`config.mk`:
```
export PLATFORM = sky130hd
export DESIGN_NAME = uart_stream_arb
export DESIGN_NICKNAME = d
export VERILOG_FILES = /design/src/rtl/uart_stream_arb.sv
export SDC_FILE = /design/constraint.sdc
export NUM_CORES = 1
export LEC_CHECK = 0
export BUFFER_PORTS_ARGS = -buffer_cell sky130_fd_sc_hd__buf_2
export CAP_MARGIN = 20
export CORE_MARGIN = 10
export CORE_UTILIZATION = 50
export DETAILED_ROUTE_END_ITERATION = 16
export PLACE_DENSITY = 0.83
export SLEW_MARGIN = 20
export SYNTH_ARGS = -nofsm -noshare
export SYNTH_HDL_FRONTEND = slang
export SYNTH_SLANG_ARGS = --single-unit
```
`constraint.sdc`:
```
create_clock -name clk -period 5.2 [get_ports clk]
set_input_delay 0.52 -clock clk [delete_from_list [all_inputs] [get_ports clk]]
set_output_delay 0.52 -clock clk [all_outputs]
set_load 0.02 [all_outputs]
```
`src/rtl/uart_stream_arb.sv`:
```
// uart_stream_arb: two-requester round-robin arbiter feeding one UART
// write stream. The owner keeps the stream until it sends TLAST or hits
// MAX_BURST beats. After every grant there is one IDLE cycle before the
// next arbitration.
//
// Optional build macro UART_STREAM_ARB_OUTREG_EN adds a one-entry output
// register between the mux and the M_* ports. This costs one cycle of
// latency and still carries one beat per cycle. Without the macro, the
// M_* path is combinational.
//
// state  | meaning
// -------+---------------------------------------------------------------
// IDLE   | no owner; arbitrate valid requesters (tie -> not LAST_SRV)
// GRANT0 | S0 owns the stream until TLAST or MAX_BURST beats
// GRANT1 | S1 owns the stream until TLAST or MAX_BURST beats
module uart_stream_arb #(
    parameter int MAX_BURST = 16
) (
    input  logic       clk,
    input  logic       rst_n,
    input  logic [7:0] S0_TDATA,
    input  logic       S0_TVALID,
    input  logic       S0_TLAST,
    output logic       S0_TREADY,
    input  logic [7:0] S1_TDATA,
    input  logic       S1_TVALID,
    input  logic       S1_TLAST,
    output logic       S1_TREADY,
    output logic [7:0] M_TDATA,
    output logic       M_TVALID,
    output logic       M_TLAST,
    input  logic       M_TREADY,
    output logic [1:0] GRANT
);

    typedef enum logic [1:0] {
        ST_IDLE   = 2'd0,
        ST_GRANT0 = 2'd1,
        ST_GRANT1 = 2'd2
    } state_t;

    localparam logic [8:0] LP_MAX_BURST = 9'(MAX_BURST);

    state_t     r_state;
    state_t     w_state_nxt;
    logic       r_last_srv;
    logic [7:0] r_bcnt;

    logic [8:0] w_bcnt_inc;
    logic       w_s0_sel;
    logic       w_s1_sel;
    logic [7:0] w_up_data;
    logic       w_up_valid;
    logic       w_up_last;
    logic       w_up_ready;
    logic       w_accept;
    logic       w_end;

    assign w_s0_sel   = (r_state == ST_GRANT0);
    assign w_s1_sel   = (r_state == ST_GRANT1);
    assign GRANT      = {w_s1_sel, w_s0_sel};
    assign S0_TREADY  = w_s0_sel & w_up_ready;
    assign S1_TREADY  = w_s1_sel & w_up_ready;

    // Select the owner's stream; IDLE presents an all-zero, invalid beat
    always_comb begin
        w_up_data  = 8'h00;
        w_up_valid = 1'b0;
        w_up_last  = 1'b0;
        case (r_state)
            ST_GRANT0: begin
                w_up_data  = S0_TDATA;
                w_up_valid = S0_TVALID;
                w_up_last  = S0_TLAST;
            end
            ST_GRANT1: begin
                w_up_data  = S1_TDATA;
                w_up_valid = S1_TVALID;
                w_up_last  = S1_TLAST;
            end
            default: begin
                w_up_data  = 8'h00;
                w_up_valid = 1'b0;
                w_up_last  = 1'b0;
            end
        endcase
    end

    // Beats are counted at the requester side, so the output register
    // (when built in) does not change burst boundaries.
    assign w_accept   = w_up_valid & w_up_ready;
    assign w_bcnt_inc = {1'b0, r_bcnt} + 9'd1;
    assign w_end      = w_accept & (w_up_last | (w_bcnt_inc == LP_MAX_BURST));

    // Next-state: round-robin arbitration in IDLE, release on end of grant
    always_comb begin
        w_state_nxt = r_state;
        case (r_state)
            ST_IDLE: begin
                if (S0_TVALID && S1_TVALID)
                    w_state_nxt = r_last_srv ? ST_GRANT0 : ST_GRANT1;
                else if (S0_TVALID)
                    w_state_nxt = ST_GRANT0;
                else if (S1_TVALID)
                    w_state_nxt = ST_GRANT1;
            end
            ST_GRANT0, ST_GRANT1: begin
                if (w_end)
                    w_state_nxt = ST_IDLE;
            end
            default: w_state_nxt = ST_IDLE;
        endcase
    end

    // State register
    always_ff @(posedge clk or negedge rst_n) begin
        if (!rst_n)
            r_state <= ST_IDLE;
        else
            r_state <= w_state_nxt;
    end

    // Burst counter and last-served flag; LAST_SRV resets to 1 so S0 wins the first tie
    always_ff @(posedge clk or negedge rst_n) begin
        if (!rst_n) begin
            r_bcnt     <= 8'd0;
            r_last_srv <= 1'b1;
        end else if (w_end) begin
            r_bcnt     <= 8'd0;
            r_last_srv <= w_s1_sel;
        end else if (w_accept) begin
            r_bcnt     <= w_bcnt_inc[7:0];
        end
    end

`ifdef UART_STREAM_ARB_OUTREG_EN
    logic       r_ob_valid;
    logic       r_ob_last;
    logic [7:0] r_ob_data;

    assign w_up_ready = ~r_ob_valid | M_TREADY;

    // One-entry output register; refills whenever it is empty or draining
    always_ff @(posedge clk or negedge rst_n) begin
        if (!rst_n) begin
            r_ob_valid <= 1'b0;
            r_ob_last  <= 1'b0;
            r_ob_data  <= 8'h00;
        end else if (w_up_ready) begin
            r_ob_valid <= w_up_valid;
            r_ob_last  <= w_up_last;
            r_ob_data  <= w_up_data;
        end
    end

    assign M_TVALID = r_ob_valid;
    assign M_TLAST  = r_ob_last;
    assign M_TDATA  = r_ob_data;
`else
    assign w_up_ready = M_TREADY;
    assign M_TVALID   = w_up_valid;
    assign M_TLAST    = w_up_last;
    assign M_TDATA    = w_up_data;
`endif

endmodule

```
After elaboration in Yosys (flattened, before gate mapping)

Index checks and enable logic that the tools add are counted.

Flip-flop bits (word level): 11
Input bits: 23
Output and inout port bits: 14
Word-level logic and storage cells: 30

Add/subtract/negate cells: 1
Equal/unequal tests: 5
Multiplexer cells: 11
Bitwise gates (word level): 5
Reduce and logical (&&, ||, !) cells: 5

Operators with widths:

| kind                                                                   | count |
|---|---|
| 8-bit 2-to-1 mux                                                       | 2 |
| 8-bit one-hot mux with 2 select lines                                  | 1 |
| 2-bit 2-to-1 mux                                                       | 5 |
| 8-bit by 1-bit adder with 9-bit output (second input constant)         | 1 |
| 9-bit by 5-bit equality test with 1-bit output (second input constant) | 1 |
| 1-bit bitwise AND                                                      | 4 |
| 4-bit inequality test (second input constant)                          | 1 |
| 1-bit one-hot mux with 2 select lines                                  | 2 |
| 2-bit one-hot mux with 2 select lines                                  | 1 |
| 2-bit by 1-bit equality test with 1-bit output (second input constant) | 1 |
| 2-bit equality test (second input constant)                            | 1 |
| 2-bit zero test                                                        | 1 |
| 2-bit inequality test (second input constant)                          | 1 |
| 2-bit AND reduction                                                    | 1 |
| 2-bit nonzero test                                                     | 1 |
| 2-bit OR reduction                                                     | 1 |
| 1-bit logical AND                                                      | 1 |
| 1-bit bitwise OR                                                       | 1 |

Logic depth before layout (Yosys ltp)

Gate-level depths: netlist of run 1.

Depth in word-level cells: 6
Gate-level depth with buffers: 9
Depth with buffers taken out: 7

Least setup slack after synthesis of run 1

Ideal clock, no wire load.

Path kind: register -> output
Start point: register r_state[0]
End point: output M_TDATA[0]
Arrival: 1,399 ps
Path slack: 3,281 ps
Stages on the path, launching flop included: 6
Path buffers: 1
Cell sequence: dfrtp_1 -> inv_1 -> ha_1 -> clkbuf_1 -> a22oi_1 -> nor2b_1

Word-level cells in the longest chain between the ends: 2
Elaborated cells on any way between the ends: 3
Classes of those cells: eq/ne (2); mux (1)

Ends and longest elaborated chain:

| item                                  | line | RTL |
|---|---|---|
| from (decl)                           | 44   | `state_t r_state;` |
| from (signal assigned)                | 120  | `r_state <= w_state_nxt;` |
| 2-bit equality test                   | n/a  |  |
| net w_s1_sel                          | 51   | `logic w_s1_sel;` |
| 8-bit one-hot mux with 2 select lines | 70   | `case (r_state)` |
| to (decl)                             | 29   | `output logic [7:0] M_TDATA,` |

The timed path passes the listed nets, and every way through them passes these cells.

Final worst setup path of run 1

Start point: register r_state[0]
End point: output M_TLAST

Word-level cells in the longest chain between the ends: 2
Elaborated cells on any way between the ends: 3
Classes of those cells: eq/ne (2); mux (1)

Ends and longest elaborated chain:

| item                                                                                  | line | RTL |
|---|---|---|
| 2-bit equality test or 2-bit by 1-bit equality test with 1-bit output (tied branches) | 70   |  |
| 1-bit one-hot mux with 2 select lines (*)                                             | 70   |  |
| to (decl)                                                                             | 31   | `output logic M_TLAST,` |

Every way passes the cells marked *; elsewhere a longest branch is shown, timed or not.

==> qor.txt, run 1 <==
Crit Path Max Fanout = 13
Die W = 62.4 um
P_leak = 0.519 nW
Seq cells post-synth = 11
Worst Hold Class = input port to asynchronous set/reset pin
Slew HR = 67.2%
Max Fclk = 402 MHz
port bufs = 36
Pint = 236 uW
Area growth, synth to finish = 19.7%
Worst path slowest cell = ha_1
Fin Clk Skew = 3.29 ps
Sw Pwr = 182 uW
Diodes inserted = 0
Clock Root Buffer = clkbuf_4
CTS tree = built
Setup Fix Bufs, Post-CTS = 0
mapped cell area = 900 um^2
post-synthesis sequential area ratio = 30.7%
area leader, netlist = dfrtp_1
CORE AREA = 1710 um^2
Seq pwr share = 30.4%
ys flop type = dfrtp_1
Cell variety after synth = 32
Post-synth top cells = dfrtp_1 (10), nand2_1 (10), nor2b_1 (10), o21ai_0 (9)
largest net degree at the start of global routing = 14
die area = 3900 um^2
Tmin final = 2490 ps
routed via count = 891
Post-Place Setup Slack = 2990 ps
multi-input gate area in the final layout = 547 um^2
CP startpoint kind = flip-flop
first-pass iteration count of the detailed router = 5
final setup violation count = 0
Worst Path Buf+Inv = 2
Max IR drop VDD = 0.209 mV
GPL Wtd Cong = 0.854
Async SR Flop Fraction = 100%
fraction of layout cells with a size suffix above 1 = 35.5%
CP peak stage delay = 470 ps
placed cell area = 1050 um^2
delay-heaviest family, CP = adder cells
WS Path Type = flip-flop to output port
Crit. End Element = output port
register area = 277 um^2
grt total ovfl = 0
Die Height = 62.4 um
final setup margin = 2710 ps
PwrDens = 389 nW/um^2
Cell Chain, Critical Path = inv_1 -> ha_1 -> a22oi_2 -> nor2b_1 -> buf_2
Mean Syn Cell Area = 8.49 um^2
number of global-route vias before repair = 898
top post-synthesis cells by area = dfrtp_1 (28%), nor2b_1 (7.0%), a22oi_1 (6.7%)
final hold slack = 108 ps
syn nets = 133
Tcrit/Tclk final = 47.9%
Vias/cell = 5.47
first-pass GRT wire length = 4020 um
Filler cells = 154
Final Hold Fails = 0
antenna violations before repair = 0
yosys warns = 0
CTS Hold Bufs = 0
Critical Path AT = 1970 ps
design area = 1080 um^2
DRC violations left = 0
Layout Nets = 166
GRT Overall Usage = 12.2%
cell row count = 15
post-CTS resize count = 0
clock network power share = 14.0%
# IOs = 37
Setup Total Neg Slack = 0 ps
Antenna Nets Post-Route = 0
total chip power = 419 uW
EDFF count, synth = 0
worst-skew pair later-pin latency = 260 ps
pins over their slew limit = 0
Max H-tree Level = 1
Yosys top cell area share = 27.8%
clock slew at reported path FFs = 80 ps
RSZ-0062 raised after global routing = no
Clock Tree Buf Depth = 2
Post-Route WL = 2330 um
Worst Tran Pin Value = 491 ps
DR WL/cell = 14.3 um
drt initial violations = 18
status = finished clean
CP required = 4680 ps
clock sink count = 11
Starting Density = 52.7%
sw frac = 43.6%
cell count after synthesis = 106
cts bufs inserted = 3
combinational share of power = 55.7%
Detail Placement HPWL = 1880 um
total of max-cap violations = 0
-- metal layers --
metal  global-route usage [%]  vias up  part of all wire, %
li1                         -      440                    -
met1                     15.3      416                   44
met2                     19.5       33                   49
met3                     2.51        2                  6.0
met4                     5.31        0                  1.2
met5                        0        -                    0
-- power groups by stage --
stage                     Sequential, mW  Combinational (mW)  Clock [mW]
after floorplan                    0.123               0.193           0
after global placement             0.127               0.228           0
after detailed placement           0.128               0.234           0
after CTS                          0.126               0.235      0.0599
after global routing               0.131               0.260      0.0670
final                              0.127               0.233      0.0584
-- path summary, 6_finish.rpt --
| check | from | endpoint | slack, ps | cells past startpoint |
|---|---|---|---|---|
| min in group clk | r_bcnt[7] | r_bcnt[7] | 540 | 2 |
| worst max-delay path | r_state[0] | M_TLAST | 2710 | 5 |
| worst min-delay path | rst_n | r_bcnt[3] | 110 | 1 |
| worst min register to register | r_bcnt[7] | r_bcnt[7] | 540 | 2 |
| worst max register to register | r_state[0] | r_bcnt[4] | 2950 | 7 |
| max in group asynchronous | rst_n | r_last_srv | 4830 | 1 |
-- metrics by stage --
stage | utilization, % | cells
after floorplan | - | 106
after global placement | 61.5 | 159
after detailed placement | 61.5 | 159
after CTS | 63.1 | 163
after global routing | 63.1 | 163
final | 63.1 | 163
-- placed cells by master (no fill, tap or decap), types with 2 or more instances in the layout --
cell type / Yosys / final
nand3_1: 4 / 4
and2_1: 2 / 2
nor3_1: 4 / 4
o21ai_0: 9 / 9
a21o_1: 2 / 2
a22oi_2: 2 / 2
clkbuf_4: 0 / 3
a21oi_2: 2 / 2
a21oi_1: 4 / 4
nand2_1: 10 / 10
a22oi_1: 8 / 8
ha_1: 4 / 4
buf_2: 1 / 36
inv_1: 4 / 4
dfrtp_1: 10 / 10
nor2b_1: 10 / 10
a22o_1: 3 / 3
nor2_1: 8 / 8
-- final cells by class --
cell class                      count  area share, %
Multi-Input combinational cell     83           50.8
Sequential cell                    11           25.7
Timing Repair Buffer               36           16.7
Tap cell                           25           2.90
Clock buffer                        3           2.09
Inverter                            4           1.39
Clock inverter                      1          0.465
-- sequential cells by signal, indices dropped and copies added (netlist names) --
signal and count:
r_state 2, r_last_srv 1, r_bcnt 8
-- cells by family (layout without fill, tap and decap cells) --
group,Yosys count,count (layout),share of synthesized area [%]
simple gates,44,44,25.7
compound gates,34,34,28.4
buf+inv,12,44,8.48
mux,1,1,1.11
flops,11,11,30.7
fa+ha+maj,4,4,5.56
No activity file was read; power rests on OpenSTA's default activity.
==> run 2, diff against run 1 <==
--- a/config.mk
+++ b/config.mk
@@ -8,9 +8,9 @@
 export BUFFER_PORTS_ARGS = -buffer_cell sky130_fd_sc_hd__buf_2
 export CAP_MARGIN = 20
 export CORE_MARGIN = 10
-export CORE_UTILIZATION = 50
+export CORE_UTILIZATION = 47
 export DETAILED_ROUTE_END_ITERATION = 16
-export PLACE_DENSITY = 0.83
+export PLACE_DENSITY = 0.78
 export SLEW_MARGIN = 20
 export SYNTH_ARGS = -nofsm -noshare
 export SYNTH_HDL_FRONTEND = slang
==> constraint.sdc (replaced) <==
create_clock -name clk -period 2.5 [get_ports clk]
set_input_delay 0.25 -clock clk [delete_from_list [all_inputs] [get_ports clk]]
set_output_delay 0.25 -clock clk [all_outputs]
set_load 0.02 [all_outputs]
==> run 2 against run 1 <==
Net effect: setup slack got worse by 2400 ps; hold slack better by 250 ps; register-to-register slack lost 2500 ps; sequential share of layout area is 0.55 points lower; design area grew 2.2%; critical path depth unchanged; clock power grew 100%; critical path type unchanged; largest power group unchanged.
==> qor.txt, run 2 (same netlist as run 1, synthesis figures left out) <==
status = finished clean
antenna violations before repair = 0 (unchanged)
number of global-route vias before repair = 807 (-10%)
Sw Pwr = 373 uW (+100%)
Reg with most FFs = r_bcnt
Antenna Nets Post-Route = 0 (unchanged)
worst-skew pair later-pin latency = 270 ps (about the same)
largest net degree at the start of global routing = 14 (unchanged)
CORE AREA = 1760 um^2 (+3.3%)
Max H-tree Level = 1 (unchanged)
DRC violations left = 0 (unchanged)
Fin Clk Skew = 5.27 ps (+1.98 ps)
Diodes inserted = 0 (unchanged)
GPL Wtd Cong = 0.782 (-8.5%)
DP Cell Count = 161 (+1.3%)
Seq pwr share = 30.3% (about the same)
Die Height = 63.8 um (+2.1%)
Worst Tran Pin Value = 434 ps (-56.9 ps)
Cell Chain, Critical Path = inv_1 -> ha_1 -> a22oi_2 -> nor2b_1 -> buf_2
biggest regs = r_bcnt x8, r_state x2, r_last_srv x1
Final Hold Fails = 0 (unchanged)
setup slack, reg-to-reg = 410 ps (-2540 ps)
placed cell area = 1060 um^2 (+1.4%)
WS Path Type = flip-flop to output port
Tcrit/Tclk final = 87.3%
Starting Density = 51.0% (-1.7 points)
die area = 4060 um^2 (+4.3%)
Max IR drop VDD = 0.548 mV (+160%)
Clock Root Buffer = clkbuf_4
cts bufs inserted = 3 (unchanged)
Worst Reg-to-Reg Cells = 7 (unchanged)
fin cells = 166 (+1.8%)
CTS tree = built
CP startpoint kind = flip-flop
port bufs = 36 (unchanged)
Worst path slowest cell = ha_1
Area growth, synth to finish = 22.4%
total chip power = 877 uW (+110%)
fraction of layout cells with a size suffix above 1 = 35.5% (-0.046 points)
Setup Fix Bufs, Post-CTS = 0 (unchanged)
GRT Overall Usage = 11.1% (-1.0 points)
Die W = 63.8 um (+2.1%)
first-pass GRT wire length = 3770 um (-6.2%)
pins over their slew limit = 0 (unchanged)
Worst Hold Class = input port to flip-flop
most common cell after layout, fill and taps aside = buf_2
first-pass iteration count of the detailed router = 4 (-1)
Slew HR = 71.0% (+3.8 points)
Crit Path Max Fanout = 12 (-1)
hold depth = 3
combinational share of power = 56.3% (+0.6 points)
Pint = 504 uW (+110%)
sw frac = 42.5% (-1.1 points)
most frequent cells in the layout = buf_2 (36), nor2b_1 (10), nand2_1 (10), dfrtp_1 (10), o21ai_0 (9)
clock network power share = 13.4% (-0.6 points)
CP required = 2250 ps (-2430 ps)
grt total ovfl = 0 (unchanged)
Max Fclk = 458 MHz
Critical Path AT = 1930 ps (-40 ps)
clock slew at reported path FFs = 70 ps (about the same)
final setup violation count = 0 (unchanged)
Post-Route WL = 2310 um (-0.77%)
design area = 1100 um^2 (+2.2%)
Tmin final = 2180 ps
Detail Placement HPWL = 1930 um (+2.8%)
PwrDens = 797 nW/um^2 (+110%)
Setup Total Neg Slack = 0 ps (unchanged)
Clock Tree Buf Depth = 2 (unchanged)
DR WL/cell = 13.9 um (-2.6%)
RSZ-0062 raised after global routing = no
Layout Nets = 169 (+1.8%)
Vias/cell = 5.20 (-4.9%)
total of max-cap violations = 0 (unchanged)
routed via count = 863 (-3.1%)
Crit. End Element = output port
# IOs = 37 (unchanged)
final core occ = 62.4% (-0.67 points)
P_leak = 0.530 nW (+2.1%)
drt initial violations = 39 (+21)
cell row count = 15 (unchanged)
clock sink count = 11 (unchanged)
CP peak stage delay = 420 ps (-50 ps)
max reg flops = 8 (unchanged)
## run 2: cell count changes in the layout (fill, tap and decap cells not counted)
cell	delta
buf_4	+2
clkbuf_1	+1
clkinv_2	-1
dlygate4sd3_1	+1
## run 2: power groups by stage
stage               sequential [mW]  combinational, mW  clock, mW
finish                        0.265              0.494      0.118
global route                  0.273              0.550      0.130
CTS                           0.264              0.498      0.123
detailed placement            0.268              0.497          0
global placement              0.265              0.481          0
floorplan                     0.255              0.402          0
## run 2: cell type report
class                           instances  area (um^2)
Timing Repair Buffer                   39          205
Sequential cell                        11          277
Multi-Input combinational cell         83          547
Tap cell                               25         31.3
Fill cell                             171          663
Inverter                                4         15.0
Clock buffer                            4         26.3
## run 2: timing repair
item,4_1_cts,5_1_grt
gates resized for setup,0,0
hold endpoints to repair,10,0
hold buffers,1,0
setup endpoints to repair,0,0
## run 2: worst paths after layout
check / endpoint / startpoint
worst max-delay path: M_TLAST / r_state[1]
min in group asynchronous: r_bcnt[2] / rst_n
worst min register to register: r_bcnt[7] / r_bcnt[7]
worst min-delay path: r_state[1] / S0_TVALID
worst max register to register: r_state[1] / r_state[1]
max in group asynchronous: r_last_srv / rst_n
## run 2: layer usage
layer	GRT usage [%]	vias to the layer above	share of wire, %
li1	-	446	-
met1	13.3	390	42
met2	19.1	23	52
met3	3.31	4	5.1
met4	2.46	0	1.0
met5	0	-	0
## run 2: stage by stage
step / setup WS, ps / hold slack [ps]
2_1_floorplan: 747 / -45.6
3_3_place_gp: 482 / 125
3_5_place_dp: 400 / 131
4_1_cts: 287 / 351
5_1_grt: 129 / 362
6_report: 319 / 353
## run 2: worst max-delay path: cells and delay by family (launching register included)
kind / cells / cell delay (ps)
fa+ha+maj: 1 / 420
flops: 1 / 400
simple gates: 1 / 350
buf+inv: 2 / 330
compound gates: 1 / 150
